--- src/rtl/reu_xfer_ctrl.sv ---
// REU DMA transfer sequencer: one byte operation per PHI2 cycle, stalling while BA is low.
// Optional swap transfer type enabled by defining GW4302_SWAP_EN (default: swap completes with no bus cycles).
module reu_xfer_ctrl (
   input  logic       PHI2,
   input  logic       Reset,
   input  logic       ExecuteIn,
   input  logic       FF00DecodeIn,
   input  logic [1:0] XferTypeIn,
   input  logic       Length1,
   input  logic       FF00Write,
   input  logic       BA,
   input  logic       DataMatch,
   output logic       DMAReq,
   output logic       CAEn,
   output logic       CRW,
   output logic       RamOE,
   output logic       RamWE,
   output logic       LatchC,
   output logic       LatchR,
   output logic       NextCA,
   output logic       NextREUA,
   output logic       XferEnd,
   output logic       VerifyErr,
   output logic       Busy
);

   typedef enum logic [2:0] {
      S_IDLE, S_ARM, S_ACQ, S_XFER, S_SWAPA, S_SWAPB, S_END, S_ERR
   } state_t;

   localparam logic [1:0] T_STASH  = 2'b00;
   localparam logic [1:0] T_FETCH  = 2'b01;
   localparam logic [1:0] T_SWAP   = 2'b10;
   localparam logic [1:0] T_VERIFY = 2'b11;

   state_t     state_q, state_d;
   logic [1:0] xtype_q;

   always_comb begin
      state_d = state_q;
      case (state_q)
         S_IDLE:  if (ExecuteIn) state_d = FF00DecodeIn ? S_ARM : S_ACQ;
         S_ARM: begin
            if (!ExecuteIn)     state_d = S_IDLE;
            else if (FF00Write) state_d = S_ACQ;
         end
`ifdef GW4302_SWAP_EN
         S_ACQ:   if (BA) state_d = (xtype_q == T_SWAP) ? S_SWAPA : S_XFER;
         S_SWAPA: if (BA) state_d = S_SWAPB;
         S_SWAPB: if (BA) state_d = Length1 ? S_END : S_SWAPA;
`else
         // Without swap hardware the command still completes, just with no bus cycles.
         S_ACQ: begin
            if (xtype_q == T_SWAP) state_d = S_END;
            else if (BA)           state_d = S_XFER;
         end
`endif
         S_XFER: begin
            if (BA) begin
               if (xtype_q == T_VERIFY && !DataMatch) state_d = S_ERR;
               else if (Length1)                      state_d = S_END;
            end
         end
         S_END:   state_d = S_IDLE;
         S_ERR:   state_d = S_IDLE;
         default: state_d = S_IDLE;
      endcase
   end

   // Transfer type is frozen once the bus is requested.
   always_ff @(negedge PHI2) begin
      if (Reset) begin
         state_q <= S_IDLE;
         xtype_q <= T_STASH;
      end else begin
         state_q <= state_d;
         if (state_q == S_IDLE || state_q == S_ARM) xtype_q <= XferTypeIn;
      end
   end

   // BA gates the bus and address strobes only; DMAReq holds through stalls.
   always_comb begin
      DMAReq    = 1'b0;
      CAEn      = 1'b0;
      CRW       = 1'b1;
      RamOE     = 1'b0;
      RamWE     = 1'b0;
      LatchC    = 1'b0;
      LatchR    = 1'b0;
      NextCA    = 1'b0;
      NextREUA  = 1'b0;
      XferEnd   = 1'b0;
      VerifyErr = 1'b0;
      Busy      = (state_q != S_IDLE);
      case (state_q)
         S_ACQ: DMAReq = 1'b1;
         S_XFER: begin
            DMAReq = 1'b1;
            if (BA) begin
               CAEn     = 1'b1;
               NextCA   = 1'b1;
               NextREUA = 1'b1;
               case (xtype_q)
                  T_STASH: RamWE = 1'b1;
                  T_FETCH: begin
                     CRW   = 1'b0;
                     RamOE = 1'b1;
                  end
                  default: RamOE = 1'b1;
               endcase
            end
         end
`ifdef GW4302_SWAP_EN
         S_SWAPA: begin
            DMAReq = 1'b1;
            if (BA) begin
               CAEn   = 1'b1;
               RamOE  = 1'b1;
               LatchC = 1'b1;
               LatchR = 1'b1;
            end
         end
         S_SWAPB: begin
            DMAReq = 1'b1;
            if (BA) begin
               CAEn     = 1'b1;
               CRW      = 1'b0;
               RamWE    = 1'b1;
               NextCA   = 1'b1;
               NextREUA = 1'b1;
            end
         end
`endif
         S_END: begin
            DMAReq  = 1'b1;
            XferEnd = 1'b1;
         end
         S_ERR: begin
            DMAReq    = 1'b1;
            VerifyErr = 1'b1;
         end
         default: ;
      endcase
   end

endmodule

--- config.mk ---
export PLATFORM = sky130hd
export DESIGN_NAME = reu_xfer_ctrl
export DESIGN_NICKNAME = d
export VERILOG_FILES = /design/src/rtl/reu_xfer_ctrl.sv
export SDC_FILE = /design/constraint.sdc
export NUM_CORES = 1
export LEC_CHECK = 0
export ABC_AREA = 1
export ABC_CLOCK_PERIOD_IN_PS = 1100
export CORE_AREA = 4 4 41 43
export CTS_BUF_LIST = sky130_fd_sc_hd__clkbuf_4 sky130_fd_sc_hd__clkbuf_8
export DETAILED_ROUTE_END_ITERATION = 8
export DIE_AREA = 0 0 45 47
export PLACE_DENSITY = 0.67
export SKIP_CTS_REPAIR_TIMING = 1
export SLEW_MARGIN = 20
export SYNTH_ARGS = -nofsm -noshare
export SYNTH_HDL_FRONTEND = slang
export SYNTH_SLANG_ARGS = --single-unit
--- constraint.sdc ---
create_clock -name PHI2 -period 1.1 [get_ports PHI2]
set_input_delay 0.22 -clock PHI2 [delete_from_list [all_inputs] [get_ports PHI2]]
set_output_delay 0.22 -clock PHI2 [all_outputs]
set_load 0.02 [all_outputs]
### Word-level counts from Yosys, hierarchy flattened

Cells that the tools add are included.

| storage, ports and cells | value |
|---|---|
| bits in registers | 5 |
| bits of input ports | 10 |
| output and inout bits | 12 |
| word-level logic and storage cells | 47 |

| cells by class | value |
|---|---|
| eq/ne operators | 13 |
| muxes and demuxes | 24 |
| reduce and logical (&&, ||, !) cells | 8 |

Operators with widths:

| operator | count |
|---|---|
| 3-bit 2-to-1 mux | 8 |
| 1-bit 2-to-1 mux | 14 |
| 3-bit one-hot mux with 4 select lines | 1 |
| 3-bit != test, second input constant | 3 |
| 3-bit by 2-bit equality test with 1-bit output, second input constant | 2 |
| 3-bit equality test, second input constant | 2 |
| 5-bit AND reduction | 1 |
| 2-bit equality test, second input constant | 2 |
| 2-bit != test, second input constant | 2 |
| 4-bit OR reduction | 1 |
| 3-bit by 1-bit equality test with 1-bit output, second input constant | 1 |
| 3-bit logical NOT | 1 |
| 3-bit nonzero test | 1 |
| 2-bit by 1-bit equality test with 1-bit output, second input constant | 1 |
| 2-bit logical NOT | 1 |
| 2-bit 2-to-1 mux | 1 |
| 1-bit logical AND | 1 |
| 1-bit logical NOT | 1 |
| 1-bit logical OR | 1 |

### Longest topological paths before layout

Gate-level depths: netlist of run 1.

| logic depth | value |
|---|---|
| depth in word-level cells | 5 |
| depth in mapped cells | 8 |
| mapped depth without buffers | 8 |

==> metrics.txt, run 1 <==
# TYPE chip_impl_metric gauge
chip_impl_metric{name="cts_sinks",unit=""} 5
chip_impl_metric{name="fill_cells",unit=""} 95
chip_impl_info{name="cts_tree",value="built"} 1
chip_impl_metric{name="yosysWarningCount",unit=""} 0
chip_impl_metric{name="crit_required",unit="ns"} 0.88
chip_impl_info{name="final_common_cell",value="buf_4"} 1
chip_impl_metric{name="detail_route.drc_violations",unit=""} 0
chip_impl_metric{name="worst_ep_arrival_time",unit="ns"} 1.85
chip_impl_metric{name="final.setup.worst_slack",unit="ns"} -0.973
chip_impl_metric{name="dr.first_iter.drc_count",unit=""} 5
chip_impl_metric{name="cp_max_fo",unit=""} 2
chip_impl_info{name="most-common-layout-cells",value="buf_4, inv_1, buf_6"} 1
chip_impl_metric{name="num-nets-final",unit=""} 125
chip_impl_metric{name="synthDistinctLibCells",unit=""} 18
chip_impl_metric{name="worst_clock_skew",unit="ns"} 0.00995
chip_impl_metric{name="pre_cts_slack",unit="ns"} -1.16
chip_impl_metric{name="syn_inst",unit=""} 72
chip_impl_metric{name="die_x",unit="microns"} 45
chip_impl_metric{name="yosys_register_bits",unit=""} 5
chip_impl_metric{name="bufs_on_longest_clock_path",unit=""} 2
chip_impl_metric{name="rr_worst_depth",unit=""} 8
chip_impl_info{name="critical_path_class",value="flop to primary output"} 1
chip_impl_info{name="status",value="finished with violations"} 1
chip_impl_metric{name="cp_num_buf_inv",unit=""} 3
chip_impl_metric{name="grt_first_pass_wirelength",unit="microns"} 1930
chip_impl_info{name="unrepaired_setup_endpoints_after_global_routing",value="true"} 1
chip_impl_metric{name="clkTransAtPathRegs",unit="ns"} 0.04
chip_impl_metric{name="total_power_density_per_cell_area",unit="nW/um^2"} 2090
chip_impl_metric{name="route.detailed.wl_per_inst",unit="microns"} 11.3
chip_impl_info{name="timing.critical_path.from",value="state_q[1]"} 1
chip_impl_info{name="r2r-start",value="state_q[1]"} 1
chip_impl_metric{name="dp_hpwl",unit="microns"} 973
chip_impl_metric{name="numPlacedInstances",unit=""} 118
chip_impl_metric{name="timing_hold_violations_final",unit=""} 0
chip_impl_metric{name="worst-r2r-setup-slack",unit="ns"} -0.27
chip_impl_metric{name="placeableCoreArea",unit="sq um"} 1300
chip_impl_info{name="critPathLaunchType",value="flop"} 1
chip_impl_info{name="setup.worst_path.end",value="RamWE"} 1
chip_impl_metric{name="globalplace.congestion",unit=""} 0.737
chip_impl_metric{name="fin_area",unit="sq um"} 993
chip_impl_metric{name="synth_sequential_area_ratio",unit=""} 0.231
chip_impl_metric{name="critical-path-max-stage-delay",unit="ns"} 0.34
chip_impl_metric{name="portBuffers",unit=""} 19
chip_impl_metric{name="number_of_maximum_capacitance_constraint_violations",unit=""} 0
chip_impl_metric{name="drive_gt1_frac",unit=""} 0.711
chip_impl_info{name="hold_path_class",value="flop to flop"} 1
chip_impl_metric{name="postSynthAreaPerCell",unit="sq um"} 6.03
chip_impl_metric{name="drt_pre_antenna_iters",unit=""} 4
chip_impl_metric{name="timing_max_transition_violations_final",unit=""} 0
chip_impl_metric{name="hold_path_depth",unit=""} 3
chip_impl_info{name="rr_endpoint",value="state_q[1]"} 1
chip_impl_metric{name="die-height",unit="microns"} 47
chip_impl_info{name="critical-path-slowest-cell",value="dfxtp_2"} 1
chip_impl_metric{name="cp.depth",unit=""} 7
chip_impl_metric{name="via_count",unit=""} 587
chip_impl_metric{name="placed_cell_area",unit="sq um"} 768
chip_impl_metric{name="global_route.overflow_total",unit=""} 0
chip_impl_metric{name="detail_route.vias_per_cell",unit=""} 4.55
chip_impl_metric{name="clk_latency",unit="ns"} 0.31
chip_impl_metric{name="h-tree-depth",unit=""} 1
chip_impl_metric{name="antenna_violations_before_repair",unit=""} 0
chip_impl_metric{name="antenna_cells_inserted",unit=""} 0
chip_impl_metric{name="area.growth.synth_to_final",unit="%"} 129
chip_impl_metric{name="antenna_violating_nets_post_route",unit=""} 0
chip_impl_info{name="cts_root_buffer",value="clkbuf_4"} 1
chip_impl_metric{name="cts_made_buffers",unit=""} 3
chip_impl_info{name="violations",value="setup timing"} 1
chip_impl_metric{name="num_rows",unit=""} 13
chip_impl_metric{name="instances_no_fill",unit=""} 129
chip_impl_metric{name="setup_viol_count_final",unit=""} 13
chip_impl_info{name="timing.critical_path.to_type",value="primary output"} 1
chip_impl_metric{name="grt_pass1_vias",unit=""} 530
chip_impl_metric{name="wirelength",unit="microns"} 1460
chip_impl_metric{name="grt_util_all_layers",unit=""} 0.126
chip_impl_metric{name="grt_start_max_net_pins",unit=""} 6
chip_impl_info{name="crit_path_cell_chain",value="nand2_4, nor2_4, inv_2, nor2_4, inv_2, nor3_4, buf_6"} 1
chip_impl_metric{name="die-area",unit="sq um"} 2120
chip_impl_metric{name="ir_worst_vdd",unit="uV"} 1170
chip_impl_info{name="cpLargestDelayFamily",value="simple AND/OR/NAND/NOR gates"} 1
chip_impl_metric{name="power_leakage",unit="nW"} 0.550
chip_impl_metric{name="netlist_area",unit="sq um"} 434
chip_impl_metric{name="initial_utilization",unit=""} 0.334
chip_impl_metric{name="share_of_the_core_filled_with_cells_in_the_final_layout",unit=""} 0.763
chip_impl_metric{name="design.portCount",unit=""} 22
-- how the worst min path moves through the flow --
stage	from	endpoint
2_1_floorplan	state_q[0]	state_q[0]
3_3_place_gp	state_q[0]	state_q[0]
3_5_place_dp	state_q[0]	state_q[0]
4_1_cts	state_q[0]	state_q[0]
5_1_grt	xtype_q[0]	xtype_q[0]
6_report	xtype_q[0]	xtype_q[0]
-- final cells by class --
class                   instances  area, sq um  share of cell area
flip-flops and latches          5          106               0.107
clock buffers                   3         22.5              0.0227
multi-input cells              47          388               0.390
well taps                      15         18.8              0.0189
inverters                      15         66.3              0.0668
clock inverters                 6         22.5              0.0227
repair buffers                 38          369               0.372
-- flip-flops by register name (all words and copies together), names as in the netlist --
signal   flops
xtype_q      2
state_q      3
-- metal layers --
metal	routed length, microns	global-route usage	share of wire	vias to the layer above
met5	0	0	0	-
met4	34	0.0877	0.023	0
met3	101	0.0307	0.069	4
met2	799	0.209	0.55	20
met1	527	0.142	0.36	261
li1	-	-	-	302
-- logic make-up after synthesis --
| family | share of synthesized area |
|---|---|
| AOI/OAI and AO/OA | 0.112 |
| other | 0.00864 |
| DFF | 0.231 |
| and+or+nand+nor | 0.421 |
| buffers and inverters | 0.228 |
-- worst reg2reg max path: stages (launching register included) --
cell and delay, ns:
dfxtp_2 0.32, buf_4 0.16, nor2_4 0.12, nand2_2 0.08, buf_4 0.13, buf_4 0.13, o21ai_2 0.13, nand3_2 0.09
a21oi_2 0.14
-- stage by stage --
step	hold WS [ns]	TNS (ns)	power (W)
global placement	0.627	-13.40	0.00137
CTS	0.641	-15.28	0.00165
finish	0.657	-9.23	0.00208
global route	0.702	-9.93	0.00224
detailed placement	0.634	-13.61	0.00139
floorplan	0.490	-6.43	0.000919
-- power breakdown --
| part | switching [W] | internal (W) | leakage, nW |
|---|---|---|---|
| sequential | 0.0000613 | 0.000259 | 0.0430 |
| combinational | 0.000790 | 0.000689 | 0.461 |
| clock | 0.000126 | 0.000153 | 0.0458 |
-- cell usage after synthesis, drive strengths merged --
cell         count  share of area
inv             16           0.14
nand2           14           0.13
nor2            12           0.14
nand3            7          0.092
a21oi            5          0.058
dfxtp            5           0.23
buf              4          0.069
nor3             3          0.058
o21ai            3          0.035
a41oi            1          0.020
conb             1         0.0086
dlygate4sd1      1          0.020
No activity file was read; power rests on OpenSTA's default activity.
==> run 2, diff against run 1 <==
--- a/config.mk
+++ b/config.mk
@@ -13,7 +13,7 @@
 export DIE_AREA = 0 0 45 47
 export PLACE_DENSITY = 0.67
 export SKIP_CTS_REPAIR_TIMING = 1
-export SLEW_MARGIN = 20
+export SKIP_LAST_GASP = 1
 export SYNTH_ARGS = -nofsm -noshare
 export SYNTH_HDL_FRONTEND = slang
 export SYNTH_SLANG_ARGS = --single-unit
==> run 2 against run 1 <==
  * The run still ends with setup timing left
  * Clock power about the same
  * Die area unchanged
  * Final area down 0.25%
  * Global-route usage unchanged
  * Clock-buffer cell count unchanged
  * Critical path type unchanged
  * Critical endpoint unchanged
  * Largest cell class unchanged
==> metrics.txt, run 2 (same netlist as run 1, synthesis figures left out) <==
# TYPE chip_impl_metric gauge
chip_impl_info{name="regMostFlops",value="state_q"} 1
chip_impl_metric{name="globalplace.congestion",unit=""} 0.737
chip_impl_metric{name="critical-path-max-stage-delay",unit="ns"} 0.34
chip_impl_info{name="unrepaired_setup_endpoints_after_global_routing",value="true"} 1
chip_impl_info{name="cts_tree",value="built"} 1
chip_impl_metric{name="h-tree-depth",unit=""} 1
chip_impl_metric{name="placeableCoreArea",unit="sq um"} 1300
chip_impl_metric{name="drt_pre_antenna_iters",unit=""} 4
chip_impl_metric{name="route.detailed.wl_per_inst",unit="microns"} 11.3
chip_impl_info{name="critical-path-slowest-cell",value="dfxtp_2"} 1
chip_impl_info{name="final_common_cell",value="buf_4"} 1
chip_impl_metric{name="pre_cts_slack",unit="ns"} -1.16
chip_impl_metric{name="clk_latency",unit="ns"} 0.31
chip_impl_metric{name="cp_max_fo",unit=""} 2
chip_impl_metric{name="num-nets-final",unit=""} 125
chip_impl_metric{name="detail_route.drc_violations",unit=""} 0
chip_impl_metric{name="antenna_violating_nets_post_route",unit=""} 0
chip_impl_metric{name="antenna_cells_inserted",unit=""} 0
chip_impl_metric{name="setup_viol_count_final",unit=""} 13
chip_impl_metric{name="total_power_density_per_cell_area",unit="nW/um^2"} 2090
chip_impl_metric{name="ir_worst_vdd",unit="uV"} 1170
chip_impl_info{name="layout_top_registers",value="state_q (3), xtype_q (2)"} 1
chip_impl_metric{name="cts_made_buffers",unit=""} 3
chip_impl_metric{name="grt_pass1_vias",unit=""} 530
chip_impl_info{name="cpLargestDelayFamily",value="simple AND/OR/NAND/NOR gates"} 1
chip_impl_metric{name="die-height",unit="microns"} 47
chip_impl_metric{name="design.portCount",unit=""} 22
chip_impl_metric{name="final.setup.worst_slack",unit="ns"} -0.973
chip_impl_info{name="status",value="finished with violations"} 1
chip_impl_info{name="violations",value="setup timing"} 1
chip_impl_metric{name="grt_first_pass_wirelength",unit="microns"} 1930
chip_impl_metric{name="num_rows",unit=""} 13
chip_impl_metric{name="area.growth.synth_to_final",unit="%"} 128
chip_impl_info{name="most-common-layout-cells",value="buf_4, inv_1, buf_6"} 1
chip_impl_metric{name="die_x",unit="microns"} 45
chip_impl_metric{name="cts_sinks",unit=""} 5
chip_impl_metric{name="multi_input_combinational_cell_area",unit="sq um"} 385
chip_impl_metric{name="bufs_on_longest_clock_path",unit=""} 2
chip_impl_info{name="critical_path_class",value="flop to primary output"} 1
chip_impl_info{name="hold_path_class",value="flop to flop"} 1
chip_impl_metric{name="via_count",unit=""} 587
chip_impl_info{name="cts_root_buffer",value="clkbuf_4"} 1
chip_impl_metric{name="totalPowerFinal",unit="W"} 0.00207
chip_impl_info{name="critPathLaunchType",value="flop"} 1
chip_impl_metric{name="number_of_maximum_capacitance_constraint_violations",unit=""} 0
chip_impl_metric{name="dr.first_iter.drc_count",unit=""} 5
chip_impl_metric{name="drive_gt1_frac",unit=""} 0.702
chip_impl_metric{name="regArea",unit="sq um"} 106
chip_impl_metric{name="worst-r2r-setup-slack",unit="ns"} -0.28
chip_impl_metric{name="power_leakage",unit="nW"} 0.550
chip_impl_metric{name="antenna_violations_before_repair",unit=""} 0
chip_impl_metric{name="fill_cells",unit=""} 96
chip_impl_metric{name="timing_max_transition_violations_final",unit=""} 0
chip_impl_metric{name="detail_route.vias_per_cell",unit=""} 4.55
chip_impl_metric{name="portBuffers",unit=""} 19
chip_impl_metric{name="crit_required",unit="ns"} 0.88
chip_impl_metric{name="worst_clock_skew",unit="ns"} 0.00995
chip_impl_metric{name="die-area",unit="sq um"} 2120
chip_impl_metric{name="clkTransAtPathRegs",unit="ns"} 0.04
chip_impl_info{name="crit_path_cell_chain",value="nand2_4, nor2_4, inv_2, nor2_4, inv_2, nor3_4, buf_6"} 1
chip_impl_metric{name="timing_hold_violations_final",unit=""} 0
chip_impl_metric{name="cp_num_buf_inv",unit=""} 3
chip_impl_metric{name="worst_ep_arrival_time",unit="ns"} 1.85
chip_impl_metric{name="largest_register_ff_count",unit=""} 3
chip_impl_info{name="timing.critical_path.to_type",value="primary output"} 1
chip_impl_metric{name="wirelength",unit="microns"} 1460
chip_impl_metric{name="grt_start_max_net_pins",unit=""} 6
chip_impl_metric{name="global_route.overflow_total",unit=""} 0
chip_impl_metric{name="grt_util_all_layers",unit=""} 0.126
chip_impl_metric{name="initial_utilization",unit=""} 0.334
chip_impl_metric{name="dp_hpwl",unit="microns"} 973
==> run 2: path summary, 6_finish.rpt <==
check	start	endpoint	cells after the start
max	state_q[1]	RamWE	7
min	xtype_q[0]	xtype_q[0]	3
max reg2reg	state_q[1]	state_q[0]	10
min reg2reg	xtype_q[0]	xtype_q[0]	3
==> run 2: area by class of cell <==
| class | instances | share of cell area |
|---|---|---|
| sequential | 5 | 0.107 |
| inverter | 15 | 0.0669 |
| multi-input combinational | 47 | 0.389 |
| timing repair buffer | 38 | 0.372 |
| clock inverter | 6 | 0.0227 |
| tap | 15 | 0.0189 |
| clock buffer | 3 | 0.0227 |
==> run 2: stage by stage <==
stage	instances	hold WS (ns)	utilization	setup TNS, ns	cell area (sq um)
final	129	0.657	0.762	-9.24	991
after global routing	129	0.702	0.762	-9.95	991
after CTS	126	0.641	0.622	-15.28	810
after detailed placement	118	0.634	0.590	-13.61	768
after global placement	118	0.627	0.590	-13.40	768
after floorplan	73	0.490	-	-6.43	478
==> run 2: tightest hold or removal path: cells and delay by family, from the launching register on <==
family,cells,cell delay [ns]
flops,1,0.31
compound gates,1,0.05
buf+inv,2,0.24
==> run 2: report_power, final <==
part	switching, W	total, W	internal [W]
Clock	0.000126	0.000279	0.000153
Combinational	0.000784	0.00147	0.000687
Sequential	0.0000613	0.000320	0.000259
==> run 2: layer usage <==
metal	global-route usage	routed length [microns]
met2	0.209	801
met4	0.0877	34
met1	0.142	525
met5	0	0
met3	0.0307	101
==> run 3, diff against run 2 <==
--- a/config.mk
+++ b/config.mk
@@ -6,7 +6,6 @@
 export NUM_CORES = 1
 export LEC_CHECK = 0
 export ABC_AREA = 1
-export ABC_CLOCK_PERIOD_IN_PS = 1100
 export CORE_AREA = 4 4 41 43
 export CTS_BUF_LIST = sky130_fd_sc_hd__clkbuf_4 sky130_fd_sc_hd__clkbuf_8
 export DETAILED_ROUTE_END_ITERATION = 8
==> results of run 3 <==
Same layout as run 2: the final DEF is identical, and so are final timing and power.
